$ cat config.mk
export PLATFORM = sky130hd
export DESIGN_NAME = rx_frame_timer_flat
export DESIGN_NICKNAME = d
export VERILOG_FILES = /design/src/rtl/rx_frame_timer_pkg.sv /design/src/rtl/rx_frame_timer_if.sv /design/src/rtl/rx_frame_timer_bit_timer.sv /design/src/rtl/rx_frame_timer.sv /design/src/flat_wrapper.sv
export SDC_FILE = /design/constraint.sdc
export NUM_CORES = 1
export LEC_CHECK = 0
export CAP_MARGIN = 20
export CORE_MARGIN = 4
export CORE_UTILIZATION = 37
export DETAILED_ROUTE_END_ITERATION = 8
export PLACE_DENSITY_LB_ADDON = 0.08
export SLEW_MARGIN = 0
export SYNTH_ARGS = -nofsm -noshare
export SYNTH_HDL_FRONTEND = slang
export SYNTH_SLANG_ARGS = --single-unit
$ cat constraint.sdc
create_clock -name clk -period 1.7 [get_ports clk]
set_clock_uncertainty 0.15 [all_clocks]
set_input_delay 0.425 -clock clk [delete_from_list [all_inputs] [get_ports clk]]
set_output_delay 0.425 -clock clk [all_outputs]
set_load 0.02 [all_outputs]
$ cat src/rtl/rx_frame_timer_pkg.sv
// Shared state encoding and timing helper for the receive frame timer.
package rx_timer_pkg;

  typedef enum logic [2:0] {
    IDLE,
    START,
    DATA,
    PARITY,
    STOP,
    LOAD
  } rx_state_t;

  function automatic int sample_pt(int cpb);
    return cpb / 2;
  endfunction

endpackage

$ cat src/rtl/rx_frame_timer_if.sv
// Signal bundle between the start-bit detector / shift register side and the receive timer.
interface rx_frame_timer_if;
  logic serial_in;
  logic start_bit_detected;
  logic shift_strobe;
  logic packet_done;
  logic load_buffer;
  logic framing_error;
  logic parity_error;
  logic busy;

  modport master (
    output serial_in,
    output start_bit_detected,
    input  shift_strobe,
    input  packet_done,
    input  load_buffer,
    input  framing_error,
    input  parity_error,
    input  busy
  );

  modport slave (
    input  serial_in,
    input  start_bit_detected,
    output shift_strobe,
    output packet_done,
    output load_buffer,
    output framing_error,
    output parity_error,
    output busy
  );
endinterface

$ cat src/rtl/rx_frame_timer_bit_timer.sv
// Bit-period pacing: clk_cnt runs 1..CLKS_PER_BIT and wraps, bit_cnt counts finished data bits.
module rx_bit_timer
  import rx_timer_pkg::*;
#(
  parameter int CLKS_PER_BIT = 10,
  parameter int DATA_BITS    = 8
) (
  input  logic clk,
  input  logic rst,
  input  logic clear_i,
  input  logic en_i,
  input  logic bit_en_i,
  output logic mid_pulse_o,
  output logic end_pulse_o,
  output logic last_bit_o
);
  localparam int CW = $clog2(CLKS_PER_BIT + 1);
  localparam int BW = $clog2(DATA_BITS + 1);
  localparam logic [CW-1:0] CPB_C  = CW'(CLKS_PER_BIT);
  localparam logic [CW-1:0] MID_C  = CW'(sample_pt(CLKS_PER_BIT));
  localparam logic [BW-1:0] LAST_C = BW'(DATA_BITS - 1);

  logic [CW-1:0] clk_cnt_q, clk_cnt_d;
  logic [BW-1:0] bit_cnt_q, bit_cnt_d;

  assign mid_pulse_o = (clk_cnt_q == MID_C);
  assign end_pulse_o = (clk_cnt_q == CPB_C);
  assign last_bit_o  = (bit_cnt_q == LAST_C);

  always_comb begin
    clk_cnt_d = clk_cnt_q;
    bit_cnt_d = bit_cnt_q;
    if (clear_i) begin
      clk_cnt_d = CW'(1);
      bit_cnt_d = '0;
    end else if (en_i) begin
      clk_cnt_d = end_pulse_o ? CW'(1) : clk_cnt_q + CW'(1);
      if (bit_en_i && end_pulse_o) begin
        bit_cnt_d = bit_cnt_q + BW'(1);
      end
    end
  end

  always_ff @(posedge clk) begin
    if (rst) begin
      clk_cnt_q <= '0;
      bit_cnt_q <= '0;
    end else begin
      clk_cnt_q <= clk_cnt_d;
      bit_cnt_q <= bit_cnt_d;
    end
  end

endmodule

$ cat src/rtl/rx_frame_timer.sv
// Receive frame sequencer: paces bits after a start, strobes data, checks stop (and parity).
// Optional even-parity bit enabled by defining RX_PARITY_EN.
//
// state  | meaning
// IDLE   | waiting for start_bit_detected
// START  | inside start bit, false-start check at mid-bit
// DATA   | data bits, shift_strobe at mid-bit
// PARITY | parity bit (RX_PARITY_EN only)
// STOP   | stop bit sampled at mid-bit
// LOAD   | one cycle: packet_done, load_buffer if frame good
module rx_frame_timer
  import rx_timer_pkg::*;
#(
  parameter int CLKS_PER_BIT = 10,
  parameter int DATA_BITS    = 8
) (
  input logic          clk,
  input logic          rst,
  rx_frame_timer_if.slave bus
);
`ifdef RX_PARITY_EN
  localparam rx_state_t AFTER_DATA = PARITY;
`else
  localparam rx_state_t AFTER_DATA = STOP;
`endif

  rx_state_t state_q, state_d;
  logic      mid_pulse, end_pulse, last_bit;
  logic      start_acc;
  logic      shift_strobe, packet_done, load_buffer, busy;
  logic      framing_error_q, framing_error_d;
  logic      parity_error;

  assign start_acc = (state_q == IDLE) && bus.start_bit_detected;

  rx_bit_timer #(
    .CLKS_PER_BIT(CLKS_PER_BIT),
    .DATA_BITS   (DATA_BITS)
  ) u_bit_timer (
    .clk        (clk),
    .rst        (rst),
    .clear_i    (start_acc),
    .en_i       (state_q != IDLE),
    .bit_en_i   (state_q == DATA),
    .mid_pulse_o(mid_pulse),
    .end_pulse_o(end_pulse),
    .last_bit_o (last_bit)
  );

  always_ff @(posedge clk) begin
    if (rst) begin
      state_q <= IDLE;
    end else begin
      state_q <= state_d;
    end
  end

  always_comb begin
    state_d = state_q;
    case (state_q)
      IDLE:    if (bus.start_bit_detected) state_d = START;
      START: begin
        if (mid_pulse && bus.serial_in) state_d = IDLE;
        else if (end_pulse)             state_d = DATA;
      end
      DATA:    if (end_pulse && last_bit) state_d = AFTER_DATA;
      PARITY:  if (end_pulse) state_d = STOP;
      STOP:    if (mid_pulse) state_d = LOAD;
      LOAD:    state_d = IDLE;
      default: state_d = IDLE;
    endcase
  end

  always_comb begin
    shift_strobe = 1'b0;
    packet_done  = 1'b0;
    load_buffer  = 1'b0;
    busy         = (state_q != IDLE);
    case (state_q)
      DATA: shift_strobe = mid_pulse;
      LOAD: begin
        packet_done = 1'b1;
        load_buffer = ~framing_error_q & ~parity_error;
      end
      default: ;
    endcase
  end

  // Error flags persist after the frame and clear only when the next start is accepted.
  always_comb begin
    framing_error_d = framing_error_q;
    if (start_acc) begin
      framing_error_d = 1'b0;
    end else if (state_q == STOP && mid_pulse) begin
      framing_error_d = ~bus.serial_in;
    end
  end

  always_ff @(posedge clk) begin
    if (rst) begin
      framing_error_q <= 1'b0;
    end else begin
      framing_error_q <= framing_error_d;
    end
  end

`ifdef RX_PARITY_EN
  logic par_acc_q, par_acc_d;
  logic parity_error_q, parity_error_d;

  always_comb begin
    par_acc_d      = par_acc_q;
    parity_error_d = parity_error_q;
    if (start_acc) begin
      par_acc_d      = 1'b0;
      parity_error_d = 1'b0;
    end else begin
      if (shift_strobe) par_acc_d = par_acc_q ^ bus.serial_in;
      if (state_q == PARITY && mid_pulse) parity_error_d = par_acc_q ^ bus.serial_in;
    end
  end

  always_ff @(posedge clk) begin
    if (rst) begin
      par_acc_q      <= 1'b0;
      parity_error_q <= 1'b0;
    end else begin
      par_acc_q      <= par_acc_d;
      parity_error_q <= parity_error_d;
    end
  end

  assign parity_error = parity_error_q;
`else
  assign parity_error = 1'b0;
`endif

  assign bus.shift_strobe  = shift_strobe;
  assign bus.packet_done   = packet_done;
  assign bus.load_buffer   = load_buffer;
  assign bus.framing_error = framing_error_q;
  assign bus.parity_error  = parity_error;
  assign bus.busy          = busy;

endmodule

$ cat src/flat_wrapper.sv
// flat-port wrapper written by rule: the top's interface ports become plain ports
module rx_frame_timer_flat import rx_timer_pkg::*;
#(
  parameter int CLKS_PER_BIT = 10,
  parameter int DATA_BITS    = 8
)
  (clk, rst, bus_serial_in, bus_start_bit_detected, bus_shift_strobe, bus_packet_done, bus_load_buffer, bus_framing_error, bus_parity_error, bus_busy);
  rx_frame_timer_if bus_i ();
  input logic clk;
  input logic rst;
  input wire logic [$bits(bus_i.serial_in)-1:0] bus_serial_in;
  input wire logic [$bits(bus_i.start_bit_detected)-1:0] bus_start_bit_detected;
  output wire logic [$bits(bus_i.shift_strobe)-1:0] bus_shift_strobe;
  output wire logic [$bits(bus_i.packet_done)-1:0] bus_packet_done;
  output wire logic [$bits(bus_i.load_buffer)-1:0] bus_load_buffer;
  output wire logic [$bits(bus_i.framing_error)-1:0] bus_framing_error;
  output wire logic [$bits(bus_i.parity_error)-1:0] bus_parity_error;
  output wire logic [$bits(bus_i.busy)-1:0] bus_busy;
  assign bus_i.serial_in = bus_serial_in;
  assign bus_i.start_bit_detected = bus_start_bit_detected;
  assign bus_shift_strobe = bus_i.shift_strobe;
  assign bus_packet_done = bus_i.packet_done;
  assign bus_load_buffer = bus_i.load_buffer;
  assign bus_framing_error = bus_i.framing_error;
  assign bus_parity_error = bus_i.parity_error;
  assign bus_busy = bus_i.busy;
  rx_frame_timer #(.CLKS_PER_BIT(CLKS_PER_BIT), .DATA_BITS(DATA_BITS)) u_core (.clk(clk), .rst(rst), .bus(bus_i));
endmodule
==> qor.yml <==
grt:
  antenna_found_initial: 0
  gr-total-overflow: 0
  grt_pass1_vias: 597
  grt_start_max_net_pins: 10
  grt_pass1_wl_mm: 2.73
  track_usage_pct: 14.4
die:
  floorplan.initialDensity_pct: 41.1
  die_height_um: 49.9
  die_area_um2: 2490
  chipWidth_um: 49.9
  core_area_um2: 1580
  standard_cell_row_count: 14
  top_level_ports: 10
setup_path:
  cp.arrival_ps: 1220
  timing.critical_path.from: "u_core.state_q[2]"
  timing.critical_path.from_type: "register"
  critical_path_required_ps: 1120
  crit-reg2reg-launch: "u_core.state_q[2]"
  path_class: "reg2out"
  worst-path-max-fanout: 3
  nature_of_the_critical_path_endpoint: "output port"
power_and_ir_drop:
  total_leakage_power_nw: 0.390
  post-layout-total-power_mw: 0.630
  max-vdd-ir-drop_v: 0.000482
  powerDensity_nw_per_um2: 675
finish:
  mostFrequentLayoutCells: "sky130_fd_sc_hd__buf_4 (18), sky130_fd_sc_hd__nor2_1 (8), sky130_fd_sc_hd__dfxtp_1 (7)"
  sequential_cell_area_um2: 246
  antenna_cells: 0
  number_of_fill_cells: 149
  multi_input_area_um2: 404
  final_cell_area_um2: 933
  numnets_final: 108
  mostFrequentLayoutCell: "sky130_fd_sc_hd__buf_4"
  area.growth.synth_to_final_pct: 44.0
  layout-drive-gt1-share_pct: 40.2
place:
  hpwlAfterDp_mm: 1.15
  dpl_cell_area_um2: 867
  buffer_ports.inserted: 8
  finalWeightedCongestion: 0.772
detailed_routing:
  post-route-drc-count: 0
  drt-vias-per-instance: 5.35
  met3_routed_wirelength_um: 52
  met2WireLength_um: 655
  wirelength_met1_um: 767
  route.top_layer_used: "met4"
  routedWlPerCell_um: 12.8
  vias: 631
  first_iter_violations: 16
  dr.pass1.iters: 4
  antenna_violating_nets_post_route: 0
  postRouteWirelength_mm: 1.52
sta:
  final_hold_viol_count: 0
  timing.final.crit_share_pct: 106
  maximum_clock_frequency_mhz: 556
  setup_total_negative_slack_ps: -193
  timing_max_transition_violations_final: 0
  post-route-min-period_ps: 1800
  grt_setup_unrepaired: "yes"
  finalSetupViolCount: 3
  setup_slack_ps: -98.1
synthesis:
  postSynth.asyncResetShare_pct: 0
  ys_seq_elements: 12
  synth_edf_count: 0
  synthesis.nets: 81
  synth_area_per_cell_um2: 8.53
  synth_top_flop_cell: "sky130_fd_sc_hd__dfxtp_1"
  share_of_synthesized_area_occupied_by_flip_flops_and_latches_pct: 37.1
  netlist_area_um2: 648
  yosys_warnings: 0
  post_synth_num_cell_types: 34
  synthesis.instances: 76
cts:
  clock_latency_ps: 280
  cts_hold_repair.buffers: 0
  ctsHtreeMaxLevel: 1
  clock_sinks: 12
  cts.root.buffer_cell: "sky130_fd_sc_hd__clkbuf_4"
  path_clk_slew_ps: 80
  inserted_clock_buffers: 3
  clock_tree.buffer_depth: 2
  cts_tree: "yes"
run_status:
  run_status: "finished, violations left"
  failing_checks: "negative setup slack"
worst_hold_path:
  worst_hold_startpoint: "u_core.u_bit_timer.clk_cnt_q[3]"
  hold_path_class: "reg2reg"
flow_run:
  max_cap_violations: 0
[flip-flops by register name, indices dropped and copies added (netlist names)]
signal,flops
u_core.u_bit_timer.bit_cnt_q,4
u_core.state_q,3
u_core.bus.framing_error,1
u_core.u_bit_timer.clk_cnt_q,4
[stage by stage]
step | instances | util (%) | setup WS (ps) | hold WS (ps)
finish | 118 | 59.2 | -98.1 | 327
global route | 118 | 59.2 | -140 | 353
CTS | 118 | 58.2 | -124 | 329
detailed placement | 113 | 55.0 | -277 | 333
global placement | 113 | 55.0 | -256 | 320
floorplan | 76 | - | 26.7 | 308
[report_power, final]
group          internal, mW  leakage (nW)  switching (mW)
Sequential            0.288        0.0996         0.00556
Combinational        0.0534         0.269          0.0488
Clock                 0.130        0.0210           0.104
Total                 0.472         0.390           0.158
[layer usage]
metal  GRT usage (%)  vias up
li1                -      322
met1            19.3      290
met2            20.9       14
met3            3.31        5
met4            8.29        0
met5               0        -
[cell type report]
class | instances | area share, %
clock buffer | 4 | 3.89
inverter | 2 | 0.804
multi-input combinational | 58 | 43.3
sequential | 12 | 26.4
tap | 16 | 2.14
timing repair buffer | 26 | 23.5
[repair_timing]
action / in CTS / in global routing
resized for setup: 28 / 5
setup endpoints to repair: 5 / 4
buffers inserted: 1 / 0
pin swaps: 0 / 2
[cells in the mapped netlist, types with 2 or more instances]
cell type | count | share of area (%)
sky130_fd_sc_hd__a21oi_1 | 4 | 3.1
sky130_fd_sc_hd__and3_1 | 2 | 1.9
sky130_fd_sc_hd__and4bb_2 | 2 | 3.9
sky130_fd_sc_hd__dfxtp_1 | 12 | 37
sky130_fd_sc_hd__inv_1 | 2 | 1.2
sky130_fd_sc_hd__nand2_1 | 6 | 3.5
sky130_fd_sc_hd__nand3_1 | 4 | 3.1
sky130_fd_sc_hd__nand3b_1 | 3 | 3.5
sky130_fd_sc_hd__nand4_1 | 2 | 1.9
sky130_fd_sc_hd__nor2_1 | 9 | 5.2
sky130_fd_sc_hd__nor2b_1 | 2 | 1.9
sky130_fd_sc_hd__nor3_1 | 2 | 1.5
sky130_fd_sc_hd__o21ai_0 | 2 | 1.5
sky130_fd_sc_hd__xor2_1 | 4 | 5.4
[path summary, 6_finish.rpt]
| check | to | slack (ps) | cells past startpoint |
|---|---|---|---|
| min reg2reg | u_core.u_bit_timer.clk_cnt_q[3] | 330 | 2 |
| min | u_core.u_bit_timer.clk_cnt_q[3] | 330 | 2 |
| max reg2reg | u_core.u_bit_timer.clk_cnt_q[3] | 100 | 6 |
| max | bus_busy | -100 | 3 |
[worst max-delay path: stages (launching register included)]
cell and delay [ps]:
sky130_fd_sc_hd__dfxtp_2 330, sky130_fd_sc_hd__buf_6 110, sky130_fd_sc_hd__or3_4 360, sky130_fd_sc_hd__buf_6 140
[cell families (layout without fill, tap and decap cells)]
logic type | after synthesis | count (layout) | synth area share (%)
buf+inv | 6 | 32 | 5.40
flops | 12 | 12 | 37.1
xor+xnor | 4 | 4 | 5.40
fa+ha+maj | 1 | 1 | 1.93
simple gates | 39 | 39 | 35.3
other cells | 1 | 1 | 0.579
compound gates | 12 | 12 | 12.7
mux | 1 | 1 | 1.54
Power figures use the tool's default switching activity.
